<file path="src/rtl/irq_timer_pkg.sv">
// irq_timer_pkg: register map and bit indices shared by the interrupt timer files.
package irq_timer_pkg;
  typedef logic [7:0] cmd_t;
  localparam cmd_t CMD_CTRL      = 8'h00;
  localparam cmd_t CMD_STATUS    = 8'h01;
  localparam cmd_t CMD_PRESCALE  = 8'h02;
  localparam cmd_t CMD_RELOAD_LO = 8'h03;
  localparam cmd_t CMD_RELOAD_HI = 8'h04;
  localparam cmd_t CMD_COUNT_LO  = 8'h05;
  localparam cmd_t CMD_COUNT_HI  = 8'h06;
  localparam int CTRL_EN       = 0;
  localparam int CTRL_PERIODIC = 1;
  localparam int CTRL_LEVEL    = 2;
  localparam int CTRL_IRQ_EN   = 3;
  localparam int STAT_EXPIRED  = 0;
  localparam int STAT_RUNNING  = 1;
endpackage

</file>
<file path="src/rtl/irq_timer_tick_divider.sv">
// tick_divider: 8-bit reloadable prescaler emitting one tick every prescale+1 running clocks.
module tick_divider (
  input  logic       clk,
  input  logic       reset,
  input  logic       run,
  input  logic       load,
  input  logic [7:0] prescale,
  output logic       tick
);
  logic [7:0] r_pscnt;
  assign tick = run & ~load & (r_pscnt == 8'd0);
  always_ff @(negedge clk) begin
    if (reset) r_pscnt <= '0;
    else if (load) r_pscnt <= prescale;
    else if (run) r_pscnt <= tick ? prescale : r_pscnt - 8'd1;
  end
endmodule

</file>
<file path="src/rtl/irq_timer.sv">
// irq_timer: bus-programmed 16-bit down-counter raising a pulse or level interrupt on expiry.
module irq_timer
  import irq_timer_pkg::*;
#(
  parameter logic [15:0] RESET_RELOAD   = 16'hFFFF,
  parameter logic [7:0]  RESET_PRESCALE = 8'h00
) (
  input  logic       clk,
  input  logic       reset,
  input  logic [7:0] i_data,
  output logic [7:0] o_data,
  input  logic       addr,
  input  logic       cs,
  input  logic       rwb,
  output logic       int_out
);
  logic [7:0]  r_cmd, r_prescale, r_shadow_hi, w_rdata;
  logic [3:0]  r_ctrl;
  logic [15:0] r_count, r_reload;
  logic        r_expired, r_running, r_pulse;
  logic        w_we, w_dwe, w_dre, w_ctrl_wr, w_start, w_tick, w_expire, w_periodic;
  assign w_we       = cs & ~rwb;
  assign w_dwe      = w_we & addr;
  assign w_dre      = cs & rwb & addr;
  assign w_ctrl_wr  = w_dwe & (r_cmd == CMD_CTRL);
  assign w_start    = w_ctrl_wr & i_data[CTRL_EN] & ~r_ctrl[CTRL_EN];
  assign w_expire   = w_tick & (r_count == 16'd0);
  assign w_periodic = r_ctrl[CTRL_PERIODIC];
  tick_divider u_div (
    .clk(clk), .reset(reset), .run(r_running), .load(w_start),
    .prescale(r_prescale), .tick(w_tick)
  );
  always_ff @(negedge clk) begin
    if (reset) begin
      r_cmd       <= '0;
      r_ctrl      <= '0;
      r_prescale  <= RESET_PRESCALE;
      r_reload    <= RESET_RELOAD;
      r_count     <= '0;
      r_shadow_hi <= '0;
      r_expired   <= 1'b0;
      r_running   <= 1'b0;
      r_pulse     <= 1'b0;
    end else begin
      if (w_we & ~addr) r_cmd <= i_data;
      if (w_dwe & (r_cmd == CMD_PRESCALE)) r_prescale <= i_data;
      if (w_dwe & (r_cmd == CMD_RELOAD_LO)) r_reload[7:0] <= i_data;
      if (w_dwe & (r_cmd == CMD_RELOAD_HI)) r_reload[15:8] <= i_data;
      if (w_dre & (r_cmd == CMD_COUNT_LO)) r_shadow_hi <= r_count[15:8];
      r_pulse <= w_expire & r_ctrl[CTRL_IRQ_EN];
      if (w_dwe & (r_cmd == CMD_STATUS) & i_data[STAT_EXPIRED]) r_expired <= 1'b0;
      if (w_expire) r_expired <= 1'b1;
      if (w_tick) r_count <= (r_count != 16'd0) ? r_count - 16'd1 : (w_periodic ? r_reload : r_count);
      if (w_expire & ~w_periodic) begin
        r_running        <= 1'b0;
        r_ctrl[CTRL_EN]  <= 1'b0;
      end
      // EN 1->1 keeps the current run state, 0->1 starts, EN=0 stops
      if (w_ctrl_wr) begin
        r_ctrl    <= i_data[3:0];
        r_running <= i_data[CTRL_EN] & (r_running | ~r_ctrl[CTRL_EN]);
      end
      if (w_start) r_count <= r_reload;
    end
  end
  always_comb begin
    w_rdata = '0;
    case (r_cmd)
      CMD_CTRL:      w_rdata = {4'b0, r_ctrl};
      CMD_STATUS:    w_rdata = {6'b0, r_running, r_expired};
      CMD_PRESCALE:  w_rdata = r_prescale;
      CMD_RELOAD_LO: w_rdata = r_reload[7:0];
      CMD_RELOAD_HI: w_rdata = r_reload[15:8];
      CMD_COUNT_LO:  w_rdata = r_count[7:0];
      CMD_COUNT_HI:  w_rdata = r_shadow_hi;
      default:       w_rdata = '0;
    endcase
  end
  assign o_data  = addr ? w_rdata : r_cmd;
  assign int_out = r_ctrl[CTRL_LEVEL] ? (r_expired & r_ctrl[CTRL_IRQ_EN]) : r_pulse;
endmodule
</file>
<file path="config.mk">
export PLATFORM = sky130hd
export DESIGN_NAME = irq_timer
export DESIGN_NICKNAME = d
export VERILOG_FILES = /design/src/rtl/irq_timer_pkg.sv /design/src/rtl/irq_timer_tick_divider.sv /design/src/rtl/irq_timer.sv
export SDC_FILE = /design/constraint.sdc
export NUM_CORES = 1
export LEC_CHECK = 0
export CAP_MARGIN = 20
export CORE_ASPECT_RATIO = 0.75
export CORE_MARGIN = 2
export CORE_UTILIZATION = 54
export CTS_CLUSTER_DIAMETER = 40
export DETAILED_ROUTE_END_ITERATION = 12
export GPL_ROUTABILITY_DRIVEN = 1
export PLACE_DENSITY = 0.75
export SLEW_MARGIN = 20
export SYNTH_ARGS = -nofsm -noshare
export SYNTH_HDL_FRONTEND = slang
export SYNTH_SLANG_ARGS = --single-unit
export TNS_END_PERCENT = 100
</file>
<file path="constraint.sdc">
create_clock -name clk -period 5.4 [get_ports clk]
set_clock_uncertainty 0.15 [all_clocks]
set_input_delay 0.81 -clock clk [delete_from_list [all_inputs] [get_ports clk]]
set_output_delay 0.81 -clock clk [all_outputs]
set_load 0.05 [all_outputs]
</file>
# Word-level counts from Yosys, hierarchy flattened

Index checks and enable logic that the tools add are counted.

Register bits: 71
Bits in latches: 0
Memory bits (writable): 0
Memory bits (read-only): 0
Bits of input ports: 13
Output and inout port bits: 9
Memories kept: 0

Add/sub/neg operators: 2
Multiply operators: 0
Div/mod/pow operators: 0
Order comparisons: 0
Equal/unequal tests: 6
Shifts and indexed selects: 0
Mux-type cells: 15
Bitwise operators: 27
Reduce and logical (&&, ||, !) cells: 10

Operators with widths:

| cell                                                                   | number |
|---|---|
| 16-bit 2-to-1 mux                                                      | 4 |
| 8-bit one-hot mux with 7 select lines                                  | 1 |
| 8-bit 2-to-1 mux                                                       | 4 |
| 8-bit by 3-bit equality test with 1-bit output (second input constant) | 3 |
| 1-bit AND                                                              | 21 |
| 8-bit by 2-bit equality test with 1-bit output (second input constant) | 2 |
| 16-bit zero test                                                       | 1 |
| 8-bit zero test                                                        | 2 |
| 16-bit nonzero test                                                    | 1 |
| 16-bit by 1-bit subtractor with 16-bit output (second input constant)  | 1 |
| 8-bit by 1-bit equality test with 1-bit output (second input constant) | 1 |
| 2-bit nonzero test                                                     | 4 |
| 8-bit by 1-bit subtractor with 8-bit output (second input constant)    | 1 |
| 1-bit 2-to-1 mux                                                       | 6 |
| 1-bit NOT                                                              | 5 |
| 3-bit nonzero test                                                     | 1 |
| 2-bit AND reduction                                                    | 1 |
| 1-bit OR                                                               | 1 |

# Depth between registers and ports, before layout

Depth after elaboration: 13
Mapped depth: 9
Depth with buffers taken out: 7

# By module

A second synthesis with hierarchy kept.

Cell total of the unflattened synthesis: 479
Area total of the unflattened synthesis: 3936.3 µm²

By module, submodules not included:

| module       | instances | cells an instance | area an instance (µm²) | seq. area each (µm²) |
|---|---|---|---|---|
| irq_timer    | 1         | 409               | 3359.5                 | 1261.2 |
| tick_divider | 1         | 70                | 576.8                  | 160.2 |

==> flow_summary.yaml <==
clock_network:
  cts_buffer_depth: 2
  clock_sink_count: 71
  cts_tree: "yes"
  tritoncts.num_buffers: 9
  cts-htree-levels: 3
  clkTransAtPathRegs_ns: 0.04
  clk_latency_ns: 0.44
  cts.hold.buffers_added: 0
  root_buffer: "sky130_fd_sc_hd__clkbuf_8"
setup_path:
  cp.depth: 8
  timing.critical_path.fanout_max: 7
  timing.critical_path.required_ns: 4.44
  setup.worst_path.end_class: "output port"
  timing.setup.critical_path_class: "flop to output port"
  cp_cell_sequence: "nor4_4 -> buf_6 -> nand4_1 -> buf_6 -> o22ai_4 -> a221oi_2 -> o22ai_4 -> buf_12"
  timing.critical_path.buf_inv: 3
  r2r-end: "r_count[9]"
  crit_path_max_incr_delay_ns: 0.33
  worst-endpoint-arrival_ns: 4.79
  critical_path.top_delay_family: "buffers and inverters"
  r2r_slack_ns: 2.64
  r2r_cells: 8
  cpMaxStageDelayCell: "sky130_fd_sc_hd__dfxtp_2"
  worstSetupStartpointType: "flop"
  regToRegStartpoint: "r_count[0]"
min_path:
  min_delay_path_depth: 2
  min_delay_worst_endpoint: "r_count[14]"
  min_from: "r_reload[14]"
  holdCritPathClass: "flop to flop"
synth:
  synth_cells: 473
  synth_top_area_share_pct: 35.6
  synth-seq-cells: 71
  synth_warnings: 0
  ys_async_sr_fraction_pct: 0
  post_synth_num_cell_types: 70
  synth_sequential_area_ratio_pct: 35.6
  cell_taking_the_most_area_after_synthesis: "sky130_fd_sc_hd__dfxtp_1"
  synth_fp_nets: 490
  synthesis.area_um2: 3990
  synth_flop_cell: "sky130_fd_sc_hd__dfxtp_1"
  synth_enable_flop_cells: 0
  synth.area.top_cells: "sky130_fd_sc_hd__dfxtp_1, sky130_fd_sc_hd__mux2i_1, sky130_fd_sc_hd__nor2_1"
  synthesis.area_per_instance_um2: 8.44
detailed_routing:
  detail_route.first_pass.iterations: 6
  mean_routed_wirelength_per_cell_um: 19.8
  drcViolationCount: 0
  via_per_inst: 6.44
  initialDrtViolationCount: 529
  drt_wl_total_um: 14100
  vias: 4566
  antenna_violating_nets_post_route: 0
power_and_ir_drop:
  p_leak_nw: 2.39
  peakVddDrop_mv: 0.197
  pwr_density_cell_nw_per_um2: 289
grt:
  grt_first_pass_wirelength_um: 22600
  groute.usage.overall_pct: 36.9
  antenna_found_initial: 0
  grt_pass1_vias: 4502
  gr-total-overflow: 0
  grt_start_max_net_pins: 47
die:
  die_area_um2: 8100
  initial_utilization_pct: 55.0
  core-area_um2: 7260
  ioPinCount: 22
  die_h_um: 78.5
  die_w_um: 103
  num_rows: 27
cells_and_area:
  drive_above_1_share_pct: 23.2
  area_growth_syn_to_layout_pct: 36.4
  final_util_pct: 75.0
  area.sequential_um2: 1430
  n_diodes: 0
  multi_input_area_um2: 2580
  fillerInstances: 508
  post-route-cell-area_um2: 5450
  instances_no_fill: 709
  fin_nets: 620
sta:
  setup_slack_ns: -0.351
  worstMarginPinSlew_ns: 0.620
  finalSetupViolCount: 8
  maxSlewHeadroom_pct: 58.5
  worst_hold_slack_ns: 0.345
  rsz0062_at_grt: "yes"
  timing.final.max_slew_violations: 0
  number_of_failing_hold_endpoints_at_the_final_stage: 0
placed_design:
  place_congestion: 0.978
  dp_hpwl_um: 9460
  placed_area_um2: 4720
  place_inst: 619
  place.port_buffers: 21
run_status:
  status: "finished with violations"
  violations: "setup timing"
job:
  number_of_maximum_capacitance_violations: 0
==> flip-flops by register name, summed over array words and instances, names as in the netlist <==
register and cells:
r_prescale 8, r_pulse 1, r_running 1, r_ctrl 4, r_cmd 8, r_shadow_hi 8
r_expired 1, u_div.r_pscnt 8, r_count 16, r_reload 16
==> synthesized netlist by cell type, drive strengths merged (6+ instances only) <==
master	count
nand2	36
nor2	53
dfxtp	71
a21oi	24
nand3	38
o211ai	9
a221oi	8
inv	22
or3	6
nor4	11
clkbuf	12
mux2i	34
o21ai	17
o22ai	17
or4	6
buf	15
nand4	10
nor3	11
==> worst min-delay path, delay by kind of cell (launching register included) <==
| family | cells | cell delay [ns] |
|---|---|---|
| AOI/OAI and AO/OA | 1 | 0.05 |
| and+or+nand+nor | 1 | 0.05 |
| DFF | 1 | 0.34 |
==> routing by layer <==
| layer | vias to the layer above | part of all wire (%) | track usage (%) |
|---|---|---|---|
| li1 | 2046 | - | - |
| met1 | 2122 | 40 | 46.2 |
| met2 | 313 | 44 | 52.5 |
| met3 | 85 | 11 | 16.2 |
| met4 | 0 | 5.2 | 20.3 |
| met5 | - | 0 | 0 |
==> where the power goes <==
| group | internal [mW] | switching, mW | leakage, nW | total (mW) |
|---|---|---|---|---|
| Clock | 0.248 | 0.400 | 0.479 | 0.648 |
| Combinational | 0.147 | 0.206 | 1.34 | 0.353 |
| Sequential | 0.544 | 0.0273 | 0.577 | 0.571 |
| Total | 0.939 | 0.633 | 2.39 | 1.57 |
==> metrics by stage <==
| step | setup slack, ns | power [mW] | TNS [ns] |
|---|---|---|---|
| floorplan | -0.313 | 0.877 | -0.980 |
| global placement | -0.130 | 0.972 | -1.46 |
| detailed placement | -0.185 | 0.975 | -2.00 |
| CTS | -0.361 | 1.56 | -2.69 |
| global route | -0.425 | 1.66 | -3.05 |
| finish | -0.351 | 1.57 | -2.55 |
==> cell families (layout without fill, tap and decap cells) <==
kind of cell | count (synthesis) | in the layout | share of synthesized area, %
simple gates | 202 | 202 | 29.5
compound gates | 110 | 110 | 19.2
flops | 71 | 71 | 35.6
buf+inv | 50 | 185 | 5.42
mux | 36 | 36 | 9.09
fa+ha+maj | 4 | 4 | 1.25
==> what timing repair did <==
item                                    CTS  global route
pin swaps                                11             8
resized for setup                        40             8
endpoints found under the setup margin    9             8
setup buffers                             4             0
==> worst max-delay path by stage <==
stage	slack, ns	endpoint	startpoint
finish	-0.35	o_data[6]	r_cmd[6]
global route	-0.43	o_data[6]	r_cmd[6]
CTS	-0.36	o_data[0]	r_cmd[3]
detailed placement	-0.19	u_div.r_pscnt[7]	rwb
global placement	-0.13	u_div.r_pscnt[7]	rwb
floorplan	-0.31	o_data[3]	r_cmd[6]
==> layout make-up <==
cell class	instances	share of cell area [%]
flip-flops and latches	71	26.2
well taps	101	2.32
inverters	22	1.54
repair buffers	76	14.0
clock inverters	78	6.16
multi-input cells	352	47.5
clock buffers	9	2.27
==> placed cells by master (no fill, tap or decap), types with 3 or more instances in the layout <==
cell                              netlist  final
sky130_fd_sc_hd__and4_1                 5      3
sky130_fd_sc_hd__mux2i_1               34     34
sky130_fd_sc_hd__buf_4                  2     48
sky130_fd_sc_hd__nand2b_1               5      5
sky130_fd_sc_hd__a221oi_2               0      8
sky130_fd_sc_hd__o32ai_1                4      4
sky130_fd_sc_hd__nor4_4                 4      4
sky130_fd_sc_hd__or3_1                  4      4
sky130_fd_sc_hd__buf_12                 0      7
sky130_fd_sc_hd__nor2_1                51     51
sky130_fd_sc_hd__a31oi_1                3      3
sky130_fd_sc_hd__nor3_1                10     10
sky130_fd_sc_hd__clkbuf_8               0      9
sky130_fd_sc_hd__and3b_1                3      3
sky130_fd_sc_hd__nand3_1               38     37
sky130_fd_sc_hd__o21ai_0               15     15
sky130_fd_sc_hd__nor4_1                 5      5
sky130_fd_sc_hd__nand4_1                7      7
sky130_fd_sc_hd__or4_1                  3      3
sky130_fd_sc_hd__dfxtp_2                0      5
sky130_fd_sc_hd__dfxtp_1               71     66
sky130_fd_sc_hd__clkdlybuf4s50_1        0     11
sky130_fd_sc_hd__buf_6                  1      5
sky130_fd_sc_hd__nor3b_1                4      4
sky130_fd_sc_hd__o211ai_1               9      9
sky130_fd_sc_hd__nor2b_1                3      3
sky130_fd_sc_hd__a22oi_1                4      4
sky130_fd_sc_hd__a21oi_1               23     23
sky130_fd_sc_hd__a32oi_1                5      5
sky130_fd_sc_hd__o22ai_4                0      8
sky130_fd_sc_hd__nand2_1               36     36
sky130_fd_sc_hd__o22ai_2                0      7
sky130_fd_sc_hd__inv_1                 22     92
sky130_fd_sc_hd__ha_1                   4      4
(Power assumes the default switching activity.)
